$ cat src/rtl/div_seq_pkg.sv
// Shared defines for the sequential divider.
// Also pulled in by the EX stage for result handshaking.
package div_seq_pkg;

  typedef enum logic [1:0] {
    DIV_FREE    = 2'b00,
    DIV_ON      = 2'b01,
    DIV_END     = 2'b10,
    DIV_SPECIAL = 2'b11
  } div_state_e;

  localparam logic DivResultReady    = 1'b1;
  localparam logic DivResultNotReady = 1'b0;

endpackage

$ cat src/rtl/div_lzc.sv
// Leading-zero counter for the early-out path.
// Returns W when the input is all zeros.
module div_lzc #(
  parameter int W = 32
) (
  input  logic [W-1:0]             a_i,
  output logic [$clog2(W+1)-1:0]   cnt_o
);

  localparam int CW = $clog2(W+1);

  always_comb begin
    cnt_o = CW'(W);
    for (int i = 0; i < W; i++) begin
      if (a_i[i]) cnt_o = CW'(W - 1 - i);
    end
  end

endmodule

$ cat src/rtl/div_step.sv
// One restoring shift-subtract step of the divider.
// Shifts the next dividend bit in, subtracts when it fits.
module div_step #(
  parameter int W = 33
) (
  input  logic [W-1:0] rem_i,
  input  logic         bit_i,
  input  logic [W-1:0] dvs_i,
  output logic [W-1:0] rem_o,
  output logic         q_o
);

  logic [W-1:0] sh;

  always_comb begin
    sh    = (rem_i << 1) | W'(bit_i);
    q_o   = (sh >= dvs_i);
    rem_o = q_o ? (sh - dvs_i) : sh;
  end

endmodule

$ cat src/rtl/div_seq.sv
// Multi-cycle restoring divider, signed and unsigned.
// Result is {remainder, quotient}, held while start_i stays high.
module div_seq
  import div_seq_pkg::*;
#(
  parameter int WIDTH     = 32,
  parameter bit EARLY_OUT = 1'b0
) (
  input  logic                 clk,
  input  logic                 rst,
  input  logic                 signed_div_i,
  input  logic [WIDTH-1:0]     opdata1_i,
  input  logic [WIDTH-1:0]     opdata2_i,
  input  logic                 start_i,
  input  logic                 annul_i,
  output logic [2*WIDTH-1:0]   result_o,
  output logic                 ready_o,
  output logic                 busy_o,
  output logic                 div_zero_o
);

  localparam int CW = $clog2(WIDTH+1);

  div_state_e         state_q, state_d;
  logic [CW-1:0]      cnt_q, cnt_d;
  logic [WIDTH-1:0]   dvd_q, dvd_d;
  logic [WIDTH-1:0]   dvs_q, dvs_d;
  logic [WIDTH:0]     rem_q, rem_d;
  logic               sq_q, sq_d;
  logic               sr_q, sr_d;
  logic               zf_q, zf_d;
  logic [2*WIDTH-1:0] res_q, res_d;
  logic               rdy_q, rdy_d;
  logic               dz_q, dz_d;

  logic               take, is_zero, is_ovf;
  logic               op1_neg, op2_neg;
  logic [WIDTH-1:0]   mag1, mag2;
  logic [CW-1:0]      lz;
  logic [WIDTH:0]     step_rem;
  logic               step_q;
  logic               done;
  logic [WIDTH-1:0]   q_fix, r_fix;
  logic               clr;

  assign take    = start_i & ~annul_i;
  assign op1_neg = signed_div_i & opdata1_i[WIDTH-1];
  assign op2_neg = signed_div_i & opdata2_i[WIDTH-1];
  assign mag1    = op1_neg ? -opdata1_i : opdata1_i;
  assign mag2    = op2_neg ? -opdata2_i : opdata2_i;
  assign is_zero = (opdata2_i == '0);
  assign is_ovf  = signed_div_i
                 & (opdata1_i == {1'b1, {(WIDTH-1){1'b0}}})
                 & (opdata2_i == '1);
  assign done    = (cnt_q == CW'(WIDTH));
  assign q_fix   = sq_q ? -dvd_q : dvd_q;
  assign r_fix   = sr_q ? -rem_q[WIDTH-1:0] : rem_q[WIDTH-1:0];

  generate
    if (EARLY_OUT) begin : g_lzc
      div_lzc #(.W(WIDTH)) u_lzc (
        .a_i   (mag1),
        .cnt_o (lz)
      );
    end else begin : g_no_lzc
      assign lz = '0;
    end
  endgenerate

  div_step #(.W(WIDTH+1)) u_step (
    .rem_i (rem_q),
    .bit_i (dvd_q[WIDTH-1]),
    .dvs_i ({1'b0, dvs_q}),
    .rem_o (step_rem),
    .q_o   (step_q)
  );

  always_ff @(posedge clk or negedge rst) begin
    if (!rst) begin
      state_q <= DIV_FREE;
      cnt_q   <= '0;
      dvd_q   <= '0;
      dvs_q   <= '0;
      rem_q   <= '0;
      sq_q    <= 1'b0;
      sr_q    <= 1'b0;
      zf_q    <= 1'b0;
      res_q   <= '0;
      rdy_q   <= DivResultNotReady;
      dz_q    <= 1'b0;
    end else begin
      state_q <= state_d;
      cnt_q   <= cnt_d;
      dvd_q   <= dvd_d;
      dvs_q   <= dvs_d;
      rem_q   <= rem_d;
      sq_q    <= sq_d;
      sr_q    <= sr_d;
      zf_q    <= zf_d;
      res_q   <= res_d;
      rdy_q   <= rdy_d;
      dz_q    <= dz_d;
    end
  end

  always_comb begin
    state_d = state_q;
    unique case (state_q)
      DIV_FREE: begin
        if (take) state_d = (is_zero | is_ovf) ? DIV_SPECIAL : DIV_ON;
      end
      DIV_ON: begin
        if (annul_i)   state_d = DIV_FREE;
        else if (done) state_d = DIV_END;
      end
      DIV_END, DIV_SPECIAL: begin
        if (!start_i) state_d = DIV_FREE;
      end
      default: state_d = DIV_FREE;
    endcase
  end

  always_comb begin
    cnt_d = cnt_q;
    dvd_d = dvd_q;
    dvs_d = dvs_q;
    rem_d = rem_q;
    sq_d  = sq_q;
    sr_d  = sr_q;
    zf_d  = zf_q;
    res_d = res_q;
    rdy_d = rdy_q;
    dz_d  = dz_q;
    clr   = 1'b0;
    unique case (state_q)
      DIV_FREE: begin
        if (take) begin
          sq_d = 1'b0;
          sr_d = 1'b0;
          zf_d = 1'b0;
          unique case (1'b1)
            is_zero: begin
              dvd_d = '1;
              rem_d = {1'b0, opdata1_i};
              zf_d  = 1'b1;
            end
            is_ovf: begin
              dvd_d = opdata1_i;
              rem_d = '0;
            end
            default: begin
              // leading zeros of the magnitude yield zero quotient bits
              cnt_d = lz;
              dvd_d = mag1 << lz;
              dvs_d = mag2;
              rem_d = '0;
              sq_d  = op1_neg ^ op2_neg;
              sr_d  = op1_neg;
            end
          endcase
        end
      end
      DIV_ON: begin
        if (annul_i) begin
          clr = 1'b1;
        end else if (!done) begin
          rem_d = step_rem;
          dvd_d = {dvd_q[WIDTH-2:0], step_q};
          cnt_d = cnt_q + CW'(1);
        end
      end
      DIV_END, DIV_SPECIAL: begin
        if (start_i) begin
          res_d = {r_fix, q_fix};
          rdy_d = DivResultReady;
          dz_d  = zf_q;
        end else begin
          clr = 1'b1;
        end
      end
      default: clr = 1'b1;
    endcase
    if (clr) begin
      cnt_d = '0;
      dvd_d = '0;
      dvs_d = '0;
      rem_d = '0;
      sq_d  = 1'b0;
      sr_d  = 1'b0;
      zf_d  = 1'b0;
      res_d = '0;
      rdy_d = DivResultNotReady;
      dz_d  = 1'b0;
    end
  end

  assign result_o   = res_q;
  assign ready_o    = rdy_q;
  assign busy_o     = (state_q == DIV_ON);
  assign div_zero_o = dz_q;

endmodule

$ cat config.mk
export PLATFORM = sky130hd
export DESIGN_NAME = div_seq
export DESIGN_NICKNAME = d
export VERILOG_FILES = /design/src/rtl/div_seq_pkg.sv /design/src/rtl/div_lzc.sv /design/src/rtl/div_step.sv /design/src/rtl/div_seq.sv
export SDC_FILE = /design/constraint.sdc
export NUM_CORES = 1
export LEC_CHECK = 0
export ABC_AREA = 1
export BUFFER_PORTS_ARGS = -buffer_cell sky130_fd_sc_hd__buf_2
export CORE_ASPECT_RATIO = 1.25
export CORE_MARGIN = 3
export CORE_UTILIZATION = 30
export DETAILED_ROUTE_END_ITERATION = 7
export GPL_TIMING_DRIVEN = 0
export PLACE_DENSITY = 0.52
export SLEW_MARGIN = 30
export SYNTH_ARGS = -nofsm -noshare
export SYNTH_HDL_FRONTEND = slang
export SYNTH_SLANG_ARGS = --single-unit
export TNS_END_PERCENT = 100
$ cat constraint.sdc
create_clock -name clk -period 3.1 [get_ports clk]
set_input_delay 0.465 -clock clk [delete_from_list [all_inputs] [get_ports clk]]
set_output_delay 0.465 -clock clk [all_outputs]
set_load 0.02 [all_outputs]
==> results of run 1 <==
==> kinds of logic (layout without fill, tap and decap cells) <==
family	count (synthesis)	after routing	synth area share (%)
AO/OA/AOI/OAI	293	293	11.53
XOR/XNOR	98	98	6.150
buffers and inverters	358	527	10.12
adder cells (fa/ha/maj)	40	40	3.640
AND/OR/NAND/NOR	1239	1239	37.54
flip-flops	173	173	31.02
other	0	2	0
==> synth_stat cells, types with 18 or more instances <==
| library cell | count |
|---|---|
| dfrtp_1 | 173 |
| ha_1 | 39 |
| o21ai_0 | 130 |
| xnor2_1 | 18 |
| a21oi_1 | 84 |
| nor2_1 | 257 |
| nand4_1 | 57 |
| nor3_1 | 29 |
| nand2_1 | 672 |
| inv_1 | 283 |
| o21ai_1 | 25 |
| clkbuf_1 | 33 |
| xor2_1 | 80 |
| nand3_1 | 179 |
==> cell type report <==
cell class | instances | area, sq um
fillers | 5171 | 29450
multi-input cells | 1670 | 8232
flip-flops and latches | 173 | 4329
inverters | 295 | 1112
repair buffers | 138 | 750.7
well taps | 578 | 723.2
clock buffers | 20 | 456.7
plain buffers | 63 | 300.3
clock inverters | 11 | 141.4
diodes | 2 | 5.005
==> tightest hold or removal path, stage by stage <==
cell	delay (ns)
buf_2	0.10
inv_1	0.09
o21ai_0	0.09
==> worst paths after layout <==
path | from | end | slack, ns | cells after the start
min in group asynchronous | rst | result_o[6]$_DFFE_PN0P_ | 0.43 | 2
worst max-delay path | rem_q[7]$_DFFE_PN0P_ | rem_q[23]$_DFFE_PN0P_ | 0.23 | 14
worst min-delay path | opdata2_i[0] | dvs_q[0]$_DFFE_PN0P_ | 0.32 | 3
worst min register to register | result_o[27]$_DFFE_PN0P_ | result_o[27]$_DFFE_PN0P_ | 0.47 | 2
max in group asynchronous | rst | result_o[47]$_DFFE_PN0P_ | 1.63 | 4
worst max register to register | rem_q[7]$_DFFE_PN0P_ | rem_q[23]$_DFFE_PN0P_ | 0.23 | 14
==> per-layer routing <==
| metal | GRT usage, % | vias to the layer above |
|---|---|---|
| met4 | 12.28 | 2 |
| met3 | 2.712 | 111 |
| met1 | 26.38 | 6920 |
| li1 | - | 7359 |
| met5 | 0 | - |
| met2 | 44.59 | 397 |
==> state kept, by name (all words and copies together), names as in the netlist <==
name / cells
cnt_q: 6
div_zero_o: 1
dvd_q: 32
dvs_q: 32
ready_o: 1
rem_q: 32
result_o: 64
sq_q: 1
sr_q: 1
state_q: 2
zf_q: 1
==> metrics by stage <==
step	hold WS (ns)	setup TNS (ns)
floorplan	0.1694	0
global placement	0.4612	-240.03
detailed placement	0.3417	-0.1491
CTS	0.3108	0
global route	0.3443	0
finish	0.3214	0
==> power breakdown <==
part / switching [W] / leakage, nW / internal (W)
sequential: 0.000830 / 2.30 / 0.00318
clock: 0.000991 / 0.288 / 0.00130
combinational: 0.00932 / 5.64 / 0.00392
total: 0.0111 / 8.22 / 0.00840
==> timing repair <==
action	in CTS	in global routing
endpoints found under the hold margin	31	0
hold buffers	1	0
resized for setup	0	3
setup endpoints to repair	0	23
buffers inserted	0	0
==> key figures, run 1 <==
Drt
  – Vias per Instance: 5.013
  – Max Used Layer: met5
  – Wire per inst: 19.82 um
  – Drt first pass iters: 5
  – Post-route DRC: 0
  – DR WL met3: 2103 um
  – Routed Antenna Nets: 0
  – Final wirelength: 58480 um
  – Via count: 14790
  – Routed wl met2: 30280 um
  – Starting DRT DRC Count: 836
  – Met1 WL: 23000 um

STA
  – Fin Clk Skew: 0.01239 ns
  – Fin crit share: 92.54%
  – Peak Freq: 348.6 MHz
  – Final Setup Violations: 0
  – Final hold viol count: 0
  – Final WS setup: 0.2312 ns
  – Slew HR: 30.96%
  – Worst-margin pin slew: 1.028 ns
  – RSZ-0062 raised after global routing: false
  – Fin. max-slew vios: 0
  – Minimum clock period: 2.869 ns

Worst setup path
  – Crit path top cell by count: nand2_1
  – Max stage delay cell, worst path: dfrtp_1
  – Bufs and invs on worst path: 2
  – Crit-path max cell delay: 0.47 ns
  – Crit path DAT: 3.23 ns
  – Crit path max fanout: 10
  – Worst setup EP type: register
  – Largest delay share family, worst path: simple AND/OR/NAND/NOR gates
  – Critical Path Source Type: register
  – Crit Path Class: register to register
  – Worst EP required: 3.47 ns
  – Crit-path cells: ha_1, nand2_1, inv_1, a21oi_1, nand3_1, nand2_1, nand2_1, nand2_4, nand2_4, nor2_4, buf_6, nand2_1, nand3_1, nand2_1

Final layout
  – Layout area overhead: 15.01%
  – Most frequent cells in the layout: 672 x nand2_1, 283 x inv_1, 257 x nor2_1, 179 x nand3_1, 173 x dfrtp_1
  – Commonest non-fill, non-tap cell in the layout: nand2_1
  – Final Cell Area: 16050 sq um
  – Share of cells above drive strength 1: 9.662%
  – Layout Nets: 2467
  – Non-filler instance count after layout: 2950
  – Final core utilization: 35.27%

Power and ir drop
  – PwrDens: 1217 nW/um^2
  – Lkg Pwr: 8.222 nW
  – Final Power: 0.01953 W
  – Max IR drop VDD: 0.4057 mV

Logic synthesis
  – Post-synthesis sequential area ratio: 31.02%
  – Synth area leaders: dfrtp_1 31%, nand2_1 18%, inv_1 7.6%
  – Post-synth EDFFs: 0
  – Top cell type's share of synthesized area: 31.02%
  – Mean Syn Cell Area: 6.341 sq um
  – Cell taking the most area after synthesis: dfrtp_1
  – Asr flop ratio synth: 100.0%
  – Mapped cell area: 13960 sq um
  – Cell variety after synth: 47
  – Syn. warnings: 0
  – Cells after Synth: 2201
  – Synth Flop Type: dfrtp_1
  – Synth Register Bits: 173
  – Post-Syn Nets: 2310

Worst hold path
  – Hold Path Class: input pin to register

GRT
  – Gr usage total: 23.87%
  – Initial antenna violation count: 3
  – Maximum number of pins on one net before global-route repair: 73
  – Global route overflow: 0
  – First-pass GRT wire length: 87140 um
  – Number of global-route vias before repair: 14580

Clock tree
  – Worst-path clk slew: 0.07 ns
  – Clk buf depth: 2
  – Max H-tree Level: 4
  – CTS Buf Count: 17
  – Worst-skew pair later-pin latency: 0.48 ns
  – CTS tree: done
  – Root buffer cell: clkbuf_16
  – CTS Sinks: 173

Floorplan
  – Num rows: 87
  – Initial core utilization: 30.67%
  – Die W: 198.9 um
  – Chip Height: 247.1 um
  – Ports: 136
  – Core area: 45500 sq um
  – Die Footprint: 49160 sq um

Place
  – Placed Cells incl. Taps: 2916
  – RePlAce Congestion: 0.9808
  – Placed inst area: 15420 sq um
  – Port bufs: 135
  – Pre-CTS WS: -0.06238 ns
  – Placed wire-length estimate: 48740 um

Outcome
  – Status: finished, final reports clean

Run
  – Max-Cap Viols: 0
No activity file was read; power rests on OpenSTA's default activity.
==> inputs of run 2 (changes only) <==
- ABC_AREA: 1 -> not set
- PLACE_DENSITY: 0.52 -> 0.53
- SKIP_LAST_GASP: not set -> 1
==> run 2 against run 1 <==
  * Highest routed layer is now met4
  * Sequential power is 14% lower
  * Register-to-register slack worse by 0.18 ns
  * First-iteration DRC count is 31% lower
  * Worst setup slack worse by 0.18 ns
  * Combinational power is 45% lower
  * Clock-buffer cell count is 1 higher
  * Power is 33% lower
  * Sequential share of layout area is 3.1 points higher
  * Largest cell class unchanged
  * Flip-flop and latch count stayed put
  * Global-route usage is 4.8 points lower
  * Via count is 25% lower
==> key figures, run 2 <==
Worst setup path
  – Worst setup EP type: register
  – Crit-path cells: inv_4, ha_4, inv_2, fa_2, a21o_1, a221oi_4, a211oi_2, o2111ai_2, a21oi_2, o221ai_2, xnor2_1, a21boi_1, o31ai_1
  – Worst setup path endpoint: rem_q[30]$_DFFE_PN0P_
  – R2R Path End: rem_q[30]$_DFFE_PN0P_
  – Reg2Reg Depth: 13
  – Crit path max fanout: 4
  – Worst r2r src: dvd_q[31]$_DFFE_PN0P_
  – Critical path origin: dvd_q[31]$_DFFE_PN0P_
  – Crit Path Class: register to register
  – Crit-path max cell delay: 0.41 ns
  – Reg-to-reg slack, setup: 0.05 ns
  – Crit path DAT: 3.42 ns
  – Critical Path Source Type: register
  – Max stage delay cell, worst path: dfrtp_1
  – Worst EP required: 3.47 ns

STA
  – Minimum clock period: 3.052 ns
  – Final hold viol count: 0
  – Worst-margin pin slew: 0.7866 ns
  – Slew HR: 47.56%
  – Fin crit share: 98.45%
  – Peak Freq: 327.6 MHz
  – Hold WS: 0.2868 ns
  – Final Setup Violations: 0
  – Fin. max-slew vios: 0
  – RSZ-0062 raised after global routing: true
  – Fin Clk Skew: 0.01116 ns

Logic synthesis
  – Synth area leaders: dfrtp_1 36%, o21ai_0 7.4%, nand2_1 6.6%
  – Synth Register Bits: 173
  – Syn. warnings: 0
  – Cell taking the most area after synthesis: dfrtp_1
  – Asr flop ratio synth: 100.0%
  – Cells after Synth: 1418
  – Synth Flop Type: dfrtp_1
  – Cell variety after synth: 72
  – Post-Syn Nets: 1527
  – Mapped cell area: 11930 sq um
  – Post-synth EDFFs: 0
  – Most frequent cell after synthesis: nand2_1
  – Top cell type's share of synthesized area: 36.30%
  – Post-synthesis sequential area ratio: 36.30%
  – Synth top cells by count: 211 x nand2_1, 176 x o21ai_0, 173 x dfrtp_1, 82 x xor2_1, 68 x nor2_1
  – Mean Syn Cell Area: 8.411 sq um

GRT
  – Global route overflow: 0
  – First-pass GRT wire length: 62350 um
  – Gr usage total: 19.07%
  – Initial antenna violation count: 3
  – Number of global-route vias before repair: 10990
  – Maximum number of pins on one net before global-route repair: 82

Clock tree
  – CTS Buf Count: 17
  – Worst-path clk slew: 0.07 ns
  – CTS Sinks: 173
  – Clk buf depth: 2
  – CTS tree: done
  – Worst-skew pair later-pin latency: 0.46 ns
  – Root buffer cell: clkbuf_16
  – Max H-tree Level: 4

Drt
  – Final wirelength: 40780 um
  – Vias per Instance: 5.289
  – Post-route DRC: 0
  – Starting DRT DRC Count: 579
  – Via count: 11040
  – Wire per inst: 19.53 um
  – Drt first pass iters: 5
  – Routed Antenna Nets: 0

Floorplan
  – Num rows: 81
  – Core area: 39220 sq um
  – Chip Height: 228.9 um
  – Die Footprint: 42200 sq um
  – Die W: 184.3 um
  – Ports: 136
  – Initial core utilization: 30.41%

Final layout
  – Max FFs per register: 64
  – Layout area overhead: 20.99%
  – Final Cell Area: 14430 sq um
  – Most frequent cells in the layout: 211 x nand2_1, 173 x o21ai_0, 161 x dfrtp_1, 138 x buf_2, 81 x xor2_1
  – Layout Nets: 1684
  – Non-filler instance count after layout: 2088
  – Share of cells above drive strength 1: 18.27%
  – Commonest non-fill, non-tap cell in the layout: nand2_1
  – # fillers: 4060

Run
  – Max-Cap Viols: 0

Power and ir drop
  – PwrDens: 902.5 nW/um^2
  – Final Power: 0.01302 W
  – Lkg Pwr: 6.289 nW
  – Max IR drop VDD: 0.5288 mV

Place
  – RePlAce Congestion: 0.8943
  – Placed inst area: 13300 sq um
  – Port bufs: 135
  – Placed wire-length estimate: 32340 um
  – Placed Cells incl. Taps: 2053

Outcome
  – Status: finished, final reports clean

Worst hold path
  – HP Start: opdata1_i[1]
  – Hold Path Class: input pin to register
[run 2: what timing repair did]
action                     CTS  global route
hold buffers                 1             0
resized for setup           34            66
setup endpoints to repair   82           103
hold endpoints to repair    12             0
buffers inserted             3             9
pin swaps                    4            14
[run 2: worst min path at each step]
stage          slack [ns]  cells after the start                       end
6_report             0.29                      3      rem_q[1]$_DFFE_PN0P_
5_1_grt              0.29                      3      rem_q[1]$_DFFE_PN0P_
4_1_cts              0.27                      3      rem_q[1]$_DFFE_PN0P_
3_5_place_dp         0.29                      1  result_o[43]$_DFFE_PN0P_
3_3_place_gp         0.45                      2       ready_o$_DFFE_PN0P_
2_1_floorplan        0.17                      0      cnt_q[0]$_DFFE_PN0P_
[run 2: critical path, delay by kind of cell, from the launching register on]
family | cells | cell delay, ns
fa+ha+maj | 2 | 0.53
flops | 1 | 0.41
buf+inv | 2 | 0.15
xor+xnor | 1 | 0.16
compound gates | 8 | 1.70
[run 2: cell type report]
cell class / instances / area [sq um] / share of cell area (%)
repair buffers: 150 / 840.8 / 5.827
plain buffers: 71 / 356.6 / 2.471
multi-input cells: 1106 / 7421 / 51.43
well taps: 498 / 623.1 / 4.318
diodes: 3 / 7.507 / 0.05202
inverters: 56 / 212.7 / 1.474
flip-flops and latches: 173 / 4344 / 30.10
clock buffers: 21 / 460.4 / 3.191
clock inverters: 10 / 163.9 / 1.136
[run 2: per-stage QoR]
stage	setup slack (ns)	setup TNS, ns	util (%)
final	0.04793	0	36.79
after global routing	-0.06615	-0.2979	36.79
after CTS	-0.03008	-0.03008	35.89
after detailed placement	-0.8738	-56.12	33.92
after global placement	-1.287	-272.82	33.72
after floorplan	0.1203	0	-
[run 2: power by group]
| part | leakage (nW) | internal (W) | switching, W |
|---|---|---|---|
| Combinational | 3.68 | 0.00305 | 0.00417 |
| Sequential | 2.31 | 0.00267 | 0.000794 |
| Clock | 0.303 | 0.00139 | 0.000950 |
[run 2: cells by family (layout without fill, tap and decap cells)]
family | after synthesis | count (layout) | share of synthesized area (%)
muxes | 25 | 25 | 2.109
other | 0 | 3 | 0
xor gates and xnor gates | 148 | 148 | 10.87
adders and majority gates | 40 | 40 | 4.259
buffers and inverters | 139 | 308 | 4.889
AOI/OAI and AO/OA | 420 | 420 | 22.26
and+or+nand+nor | 473 | 473 | 19.31
DFF | 173 | 173 | 36.30
[run 2: layer usage]
layer	global-route usage, %	vias up	part of all wire, %
met5	0	-	0
met4	8.414	0	3.6
met3	3.709	65	4.7
met2	32.54	286	50
met1	23.17	5289	42
li1	-	5404	-
